## config.mk

```make
export PLATFORM = sky130hd
export DESIGN_NAME = divf32_seq_flat
export DESIGN_NICKNAME = d
export VERILOG_FILES = /design/src/rtl/divf32_if.sv /design/src/rtl/divf32_seq.sv /design/src/flat_wrapper.sv
export SDC_FILE = /design/constraint.sdc
export NUM_CORES = 1
export LEC_CHECK = 0
export ABC_AREA = 0
export ABC_CLOCK_PERIOD_IN_PS = 11800
export CAP_MARGIN = 10
export CORE_MARGIN = 5
export CORE_UTILIZATION = 34
export DETAILED_ROUTE_END_ITERATION = 6
export MAX_ROUTING_LAYER = met4
export PLACE_DENSITY = 0.52
export SYNTH_ARGS = -nofsm -noshare
export SYNTH_HDL_FRONTEND = slang
export SYNTH_SLANG_ARGS = --single-unit
export TNS_END_PERCENT = 100
```

## constraint.sdc

```tcl
create_clock -name clk -period 11.8 [get_ports clk]
set_input_delay 1.18 -clock clk [delete_from_list [all_inputs] [get_ports clk]]
set_output_delay 1.18 -clock clk [all_outputs]
set_load 0.005 [all_outputs]
```

## src/rtl/divf32_if.sv

```systemverilog
// Handshake and operand/result bundle for the sequential binary32 divider.
// The master drives the request and operands; the slave returns status and result.
interface divf32_if;
  logic        start;
  logic [31:0] a;
  logic [31:0] b;
  logic        busy;
  logic        done;
  logic [31:0] result;
  logic        dz;
  logic        invalid;

  modport master (output start, a, b, input busy, done, result, dz, invalid);
  modport slave  (input start, a, b, output busy, done, result, dz, invalid);
endinterface

```

## src/rtl/divf32_seq.sv

```systemverilog
// Iterative binary32 divider: restoring radix-2 mantissa division, one quotient bit
// per clock, flush-to-zero for subnormals, round-to-nearest-even.
module divf32_seq (
  input  logic     clk,
  input  logic     rst,
  divf32_if.slave  bus
);
  localparam int QBITS = 26;

  localparam logic [2:0] S_IDLE   = 3'd0;
  localparam logic [2:0] S_UNPACK = 3'd1;
  localparam logic [2:0] S_DIVIDE = 3'd2;
  localparam logic [2:0] S_NORM   = 3'd3;
  localparam logic [2:0] S_ROUND  = 3'd4;
  localparam logic [2:0] S_DONE   = 3'd5;

  logic [2:0]        r_state;
  logic [31:0]       r_a, r_b;
  logic              r_sign;
  logic signed [9:0] r_exp;
  logic [24:0]       r_rem;
  logic [23:0]       r_mb;
  logic [25:0]       r_q;
  logic [4:0]        r_cnt;
  logic [22:0]       r_frac;
  logic              r_g, r_st;
  logic [31:0]       r_result;
  logic              r_dz, r_invalid;

  // Operand classification, valid while in UNPACK.
  logic w_sign, w_a_zero, w_b_zero, w_a_inf, w_b_inf, w_a_nan, w_b_nan, w_special;
  logic signed [9:0] w_exp_diff;

  assign w_sign     = r_a[31] ^ r_b[31];
  assign w_a_zero   = (r_a[30:23] == 8'h00);
  assign w_b_zero   = (r_b[30:23] == 8'h00);
  assign w_a_inf    = (r_a[30:23] == 8'hFF) && (r_a[22:0] == 23'h0);
  assign w_b_inf    = (r_b[30:23] == 8'hFF) && (r_b[22:0] == 23'h0);
  assign w_a_nan    = (r_a[30:23] == 8'hFF) && (r_a[22:0] != 23'h0);
  assign w_b_nan    = (r_b[30:23] == 8'hFF) && (r_b[22:0] != 23'h0);
  assign w_special  = w_a_zero | w_b_zero | w_a_inf | w_b_inf | w_a_nan | w_b_nan;
  assign w_exp_diff = $signed({2'b00, r_a[30:23]}) - $signed({2'b00, r_b[30:23]}) + 10'sd127;

  logic [31:0] w_spec_res;
  logic        w_spec_dz, w_spec_inv;

  // NOTE: every always_comb output gets a default first so no path leaves it unassigned (no latch).
  always_comb begin
    w_spec_res = {w_sign, 31'h0};
    w_spec_dz  = 1'b0;
    w_spec_inv = 1'b0;
    if (w_a_nan || w_b_nan || (w_a_zero && w_b_zero) || (w_a_inf && w_b_inf)) begin
      w_spec_res = 32'h7FC00000;
      w_spec_inv = 1'b1;
    end else if (w_a_inf || w_b_zero) begin
      w_spec_res = {w_sign, 8'hFF, 23'h0};
      w_spec_dz  = w_b_zero & ~w_a_inf;
    end
  end

  // One restoring step: the remainder never exceeds twice the divisor.
  logic        w_ge;
  logic [24:0] w_rem_sub;
  assign w_ge      = (r_rem >= {1'b0, r_mb});
  assign w_rem_sub = w_ge ? (r_rem - {1'b0, r_mb}) : r_rem;

  logic              w_inc;
  logic [23:0]       w_frac_rnd;
  logic signed [9:0] w_e_fin;
  logic [22:0]       w_frac_fin;
  logic [31:0]       w_pack;

  assign w_inc      = r_g & (r_st | r_frac[0]);
  assign w_frac_rnd = {1'b0, r_frac} + {23'd0, w_inc};

  always_comb begin
    w_e_fin    = r_exp;
    w_frac_fin = w_frac_rnd[22:0];
    if (w_frac_rnd[23]) begin
      w_frac_fin = 23'h0;
      w_e_fin    = r_exp + 10'sd1;
    end
    if (w_e_fin >= 10'sd255)
      w_pack = {r_sign, 8'hFF, 23'h0};
    else if (w_e_fin <= 10'sd0)
      w_pack = {r_sign, 31'h0};
    else
      w_pack = {r_sign, w_e_fin[7:0], w_frac_fin};
  end

  // NOTE: sequential state uses non-blocking assignments so all registers update from pre-edge values.
  always_ff @(posedge clk) begin
    if (rst) begin
      r_state   <= S_IDLE;
      r_result  <= 32'h0;
      r_dz      <= 1'b0;
      r_invalid <= 1'b0;
    end else begin
      case (r_state)
        S_IDLE:   if (bus.start) r_state <= S_UNPACK;
        S_UNPACK: begin
          if (w_special) begin
            r_state   <= S_DONE;
            r_result  <= w_spec_res;
            r_dz      <= w_spec_dz;
            r_invalid <= w_spec_inv;
          end else begin
            r_state <= S_DIVIDE;
          end
        end
        S_DIVIDE: if (r_cnt == 5'(QBITS - 1)) r_state <= S_NORM;
        S_NORM:   r_state <= S_ROUND;
        S_ROUND: begin
          r_state   <= S_DONE;
          r_result  <= w_pack;
          r_dz      <= 1'b0;
          r_invalid <= 1'b0;
        end
        default:  r_state <= S_IDLE;
      endcase
    end
  end

  // NOTE: datapath registers are deliberately not reset; the FSM never consumes them before loading.
  always_ff @(posedge clk) begin
    case (r_state)
      S_IDLE: begin
        if (bus.start) begin
          r_a <= bus.a;
          r_b <= bus.b;
        end
      end
      S_UNPACK: begin
        r_sign <= w_sign;
        r_exp  <= w_exp_diff;
        r_rem  <= {2'b01, r_a[22:0]};
        r_mb   <= {1'b1, r_b[22:0]};
        r_q    <= '0;
        r_cnt  <= '0;
      end
      S_DIVIDE: begin
        r_q   <= {r_q[24:0], w_ge};
        r_rem <= {w_rem_sub[23:0], 1'b0};
        r_cnt <= r_cnt + 5'd1;
      end
      S_NORM: begin
        if (r_q[25]) begin
          r_frac <= r_q[24:2];
          r_g    <= r_q[1];
          r_st   <= r_q[0] | (r_rem != 25'd0);
        end else begin
          r_frac <= r_q[23:1];
          r_g    <= r_q[0];
          r_st   <= (r_rem != 25'd0);
          r_exp  <= r_exp - 10'sd1;
        end
      end
      default: ;
    endcase
  end

  assign bus.busy    = (r_state != S_IDLE);
  assign bus.done    = (r_state == S_DONE);
  assign bus.result  = r_result;
  assign bus.dz      = r_dz;
  assign bus.invalid = r_invalid;
endmodule

```

## src/flat_wrapper.sv

```systemverilog
// flat-port wrapper written by rule: the top's interface ports become plain ports
module divf32_seq_flat 
  (clk, rst, bus_start, bus_a, bus_b, bus_busy, bus_done, bus_result, bus_dz, bus_invalid);
  divf32_if bus_i ();
  input  logic clk;
  input  logic rst;
  input wire logic [$bits(bus_i.start)-1:0] bus_start;
  input wire logic [$bits(bus_i.a)-1:0] bus_a;
  input wire logic [$bits(bus_i.b)-1:0] bus_b;
  output wire logic [$bits(bus_i.busy)-1:0] bus_busy;
  output wire logic [$bits(bus_i.done)-1:0] bus_done;
  output wire logic [$bits(bus_i.result)-1:0] bus_result;
  output wire logic [$bits(bus_i.dz)-1:0] bus_dz;
  output wire logic [$bits(bus_i.invalid)-1:0] bus_invalid;
  assign bus_i.start = bus_start;
  assign bus_i.a = bus_a;
  assign bus_i.b = bus_b;
  assign bus_busy = bus_i.busy;
  assign bus_done = bus_i.done;
  assign bus_result = bus_i.result;
  assign bus_dz = bus_i.dz;
  assign bus_invalid = bus_i.invalid;
  divf32_seq u_core (.clk(clk), .rst(rst), .bus(bus_i));
endmodule
```

==> out/qor.yml <==
status:
  status: "completed"
place:
  port_buffers: 102
  place_congestion: 0.869
  dp_hpwl_um: 17900
synth:
  synth_cell_types: 72
  synth-edff-count: 179
  seq_area_frac_synth_pct: 55.2
  syn_area_mm2: 0.0111
  syn-num-nets: 1079
  yosysWarningCount: 0
  async_flop_share_pct: 0
  synth-seq-cells: 216
  synth.avg_cell_area_um2: 11.4
  synthCells: 972
  synth-main-ff-cell: "edfxtp_1"
sta:
  finalCritPeriodShare_pct: 29.6
  min_period_ns: 3.49
  fin_tns_setup_ns: 0
  fmax_ghz: 0.287
  finalMaxSlewViolations: 0
  max_slew_margin_pct: 23.7
  setup_violations: 0
  skew_ns: 0.00882
  worstMarginPinSlew_ns: 1.14
  hold_violations: 0
  rsz0062_at_grt: "false"
setup_path:
  crit_path_cell_trace: "or3_1 -> clkdlybuf4s50_1"
  start_kind: "register"
  crit_path_end_kind: "output pin"
  cp.arrival_ns: 2.31
  critPathSlowestCell: "dfxtp_1"
  required_ns: 10.62
  path_max_fanout: 34
  rrSetupSlack_ns: 8.32
  r2r-end: "u_core.r_rem[10]$_DFFE_PP_"
  reg2reg_from: "u_core.r_rem[3]$_DFFE_PP_"
  reg2reg_depth: 10
  slowest_delay_ns: 0.91
  path_class: "reg2out"
finish:
  ff_latch_area_mm2: 0.00612
  nets: 1179
  area_growth_pct: 21.2
  final_cell_mix: "edfxtp_1 (179), clkdlybuf4s50_1 (102), nand2_1 (92)"
  multi_input_area_mm2: 0.00458
  diodes: 0
  drive_above_1_share_pct: 11.5
  fillCellCount: 3185
  layout_commonest_cell: "edfxtp_1"
routing:
  vias_per_cell: 4.87
  wire_per_inst_um: 15.8
  dr.pass1.iters: 4
  drtIter0Drc: 359
  wirelength_um: 24200
  antenna_left: 0
  num_vias: 7469
  post-route-drc-count: 0
die:
  core_mm2: 0.0324
  die_x_um: 190
  row_count: 66
  die_h_um: 190
  initial_utilization_pct: 34.2
  ios: 103
  dieArea_mm2: 0.0363
power_and_ir_drop:
  power_density_mw_per_mm2: 180
  max-vdd-ir-drop_mv: 0.103
  leakage_nw: 5.02
  fin_total_pwr_mw: 2.41
clocking:
  clockBufferDepth: 3
  cts_root_buf: "clkbuf_16"
  postCtsSetupBuffers: 0
  numCtsBuffers: 26
  cts_tree: "done"
  clkSinkCount: 216
  clk_pin_slew_ns: 0.06
  htreeDepth: 1
  cts-resized-gates: 0
  cts_hold_buf: 0
  clkLatencyLatePin_ns: 0.52
job:
  max_cap_viol_count: 0
grt:
  antenna_found_initial: 0
  global_route.usage.total_pct: 13.6
  grt_pass1_wl_um: 39500
  grt_pass1_vias: 7496
  gr-total-overflow: 0
  grt_max_degree: 65
worst_hold_path:
  hold_start: "u_core.r_b[20]$_DFFE_PP_"
  hp-class: "reg2reg"
  min_path_cells: 0
  holdPathEnd: "u_core.r_mb[20]$_DFFE_PP_"
synth_stat cells (7+ instances only):
library cell / count / area [um^2]
edfxtp_1: 179 / 5380
mux2i_1: 20 / 200
o21ai_2: 22 / 193
nor4_1: 21 / 131
nand4_1: 21 / 131
nor2b_1: 9 / 56.3
o21ai_0: 35 / 175
o21bai_1: 7 / 52.6
clkbuf_1: 27 / 101
and2_1: 10 / 62.6
mux2_2: 25 / 282
nor2_1: 52 / 195
inv_1: 55 / 206
o21ai_1: 11 / 55.1
nand3_1: 26 / 130
ha_1: 38 / 475
and3_1: 33 / 206
a21o_1: 12 / 90.1
a21oi_1: 33 / 165
xnor2_1: 34 / 298
xor2_1: 30 / 263
o21a_1: 8 / 60.1
nor3_1: 18 / 90.1
nand2_1: 93 / 349
dfxtp_1: 37 / 741
kinds of logic (layout without fill, tap and decap cells):
family | count (synthesis) | after routing | share of synthesized area, %
DFF | 216 | 216 | 55.2
muxes | 47 | 47 | 4.62
and+or+nand+nor | 337 | 337 | 16.1
AOI/OAI and AO/OA | 175 | 175 | 10.8
buffers and inverters | 93 | 212 | 3.49
adders and majority gates | 40 | 40 | 4.66
xor gates and xnor gates | 64 | 64 | 5.06
layout make-up:
cell class              instances  area share (%)
clock inverters                19            1.54
flip-flops and latches        216            45.6
clock buffers                  28            5.06
repair buffers                109            8.00
inverters                      56            1.57
well taps                     442            4.12
multi-input cells             663            34.1
stage by stage:
step	cell area (um^2)	worst slack, ns	utilization (%)	hold WS (ns)	std cells
final	13400	8.31	41.5	0.447	1533
after global routing	13400	8.07	41.5	0.460	1533
after CTS	13400	8.23	41.5	0.449	1533
after detailed placement	12500	8.34	38.7	0.436	1486
after global placement	12500	8.47	38.7	0.435	1486
after floorplan	11100	7.44	-	0.427	972
how the worst max path moves through the flow:
stage	startpoint	end	slack [ns]
detailed placement	u_core.r_rem[3]$_DFFE_PP_	u_core.r_rem[3]$_DFFE_PP_	8.34
CTS	u_core.r_state[1]$_SDFFE_PP0P_	bus_busy	8.23
global route	u_core.r_rem[3]$_DFFE_PP_	u_core.r_rem[7]$_DFFE_PP_	8.07
finish	u_core.r_state[1]$_SDFFE_PP0P_	bus_busy	8.31
floorplan	bus_start	u_core.r_a[0]$_DFFE_PP_	7.44
global placement	u_core.r_rem[3]$_DFFE_PP_	u_core.r_rem[2]$_DFFE_PP_	8.47
power breakdown:
group	internal, mW	switching, mW	leakage [nW]
combinational	0.244	0.319	2.59
sequential	0.962	0.0719	1.98
clock	0.504	0.312	0.439
total	1.71	0.703	5.02
per-layer routing:
metal  global-route usage (%)  vias up  share of wire [%]
li1                         -     3796                  -
met1                     18.3     3464                 48
met2                     21.5      167                 45
met3                     2.47       42                4.5
met4                     3.54        0                2.4
met5                        -        -                  0
registers in the layout, indices dropped and copies added, names as in the netlist, 3 cells and up:
signal / count
u_core.r_rem: 25
u_core.r_frac: 23
u_core.bus.result: 32
u_core.r_exp: 10
u_core.r_a: 32
u_core.r_b: 32
u_core.r_state: 3
u_core.r_mb: 23
u_core.r_cnt: 5
u_core.r_q: 26
critical path: cells and delay by family, from the launching register on:
kind	cells	cell delay, ns
buf+inv	1	0.54
flops	1	0.91
simple gates	1	0.34
Note: power is estimated with default switching activity, not from simulation.
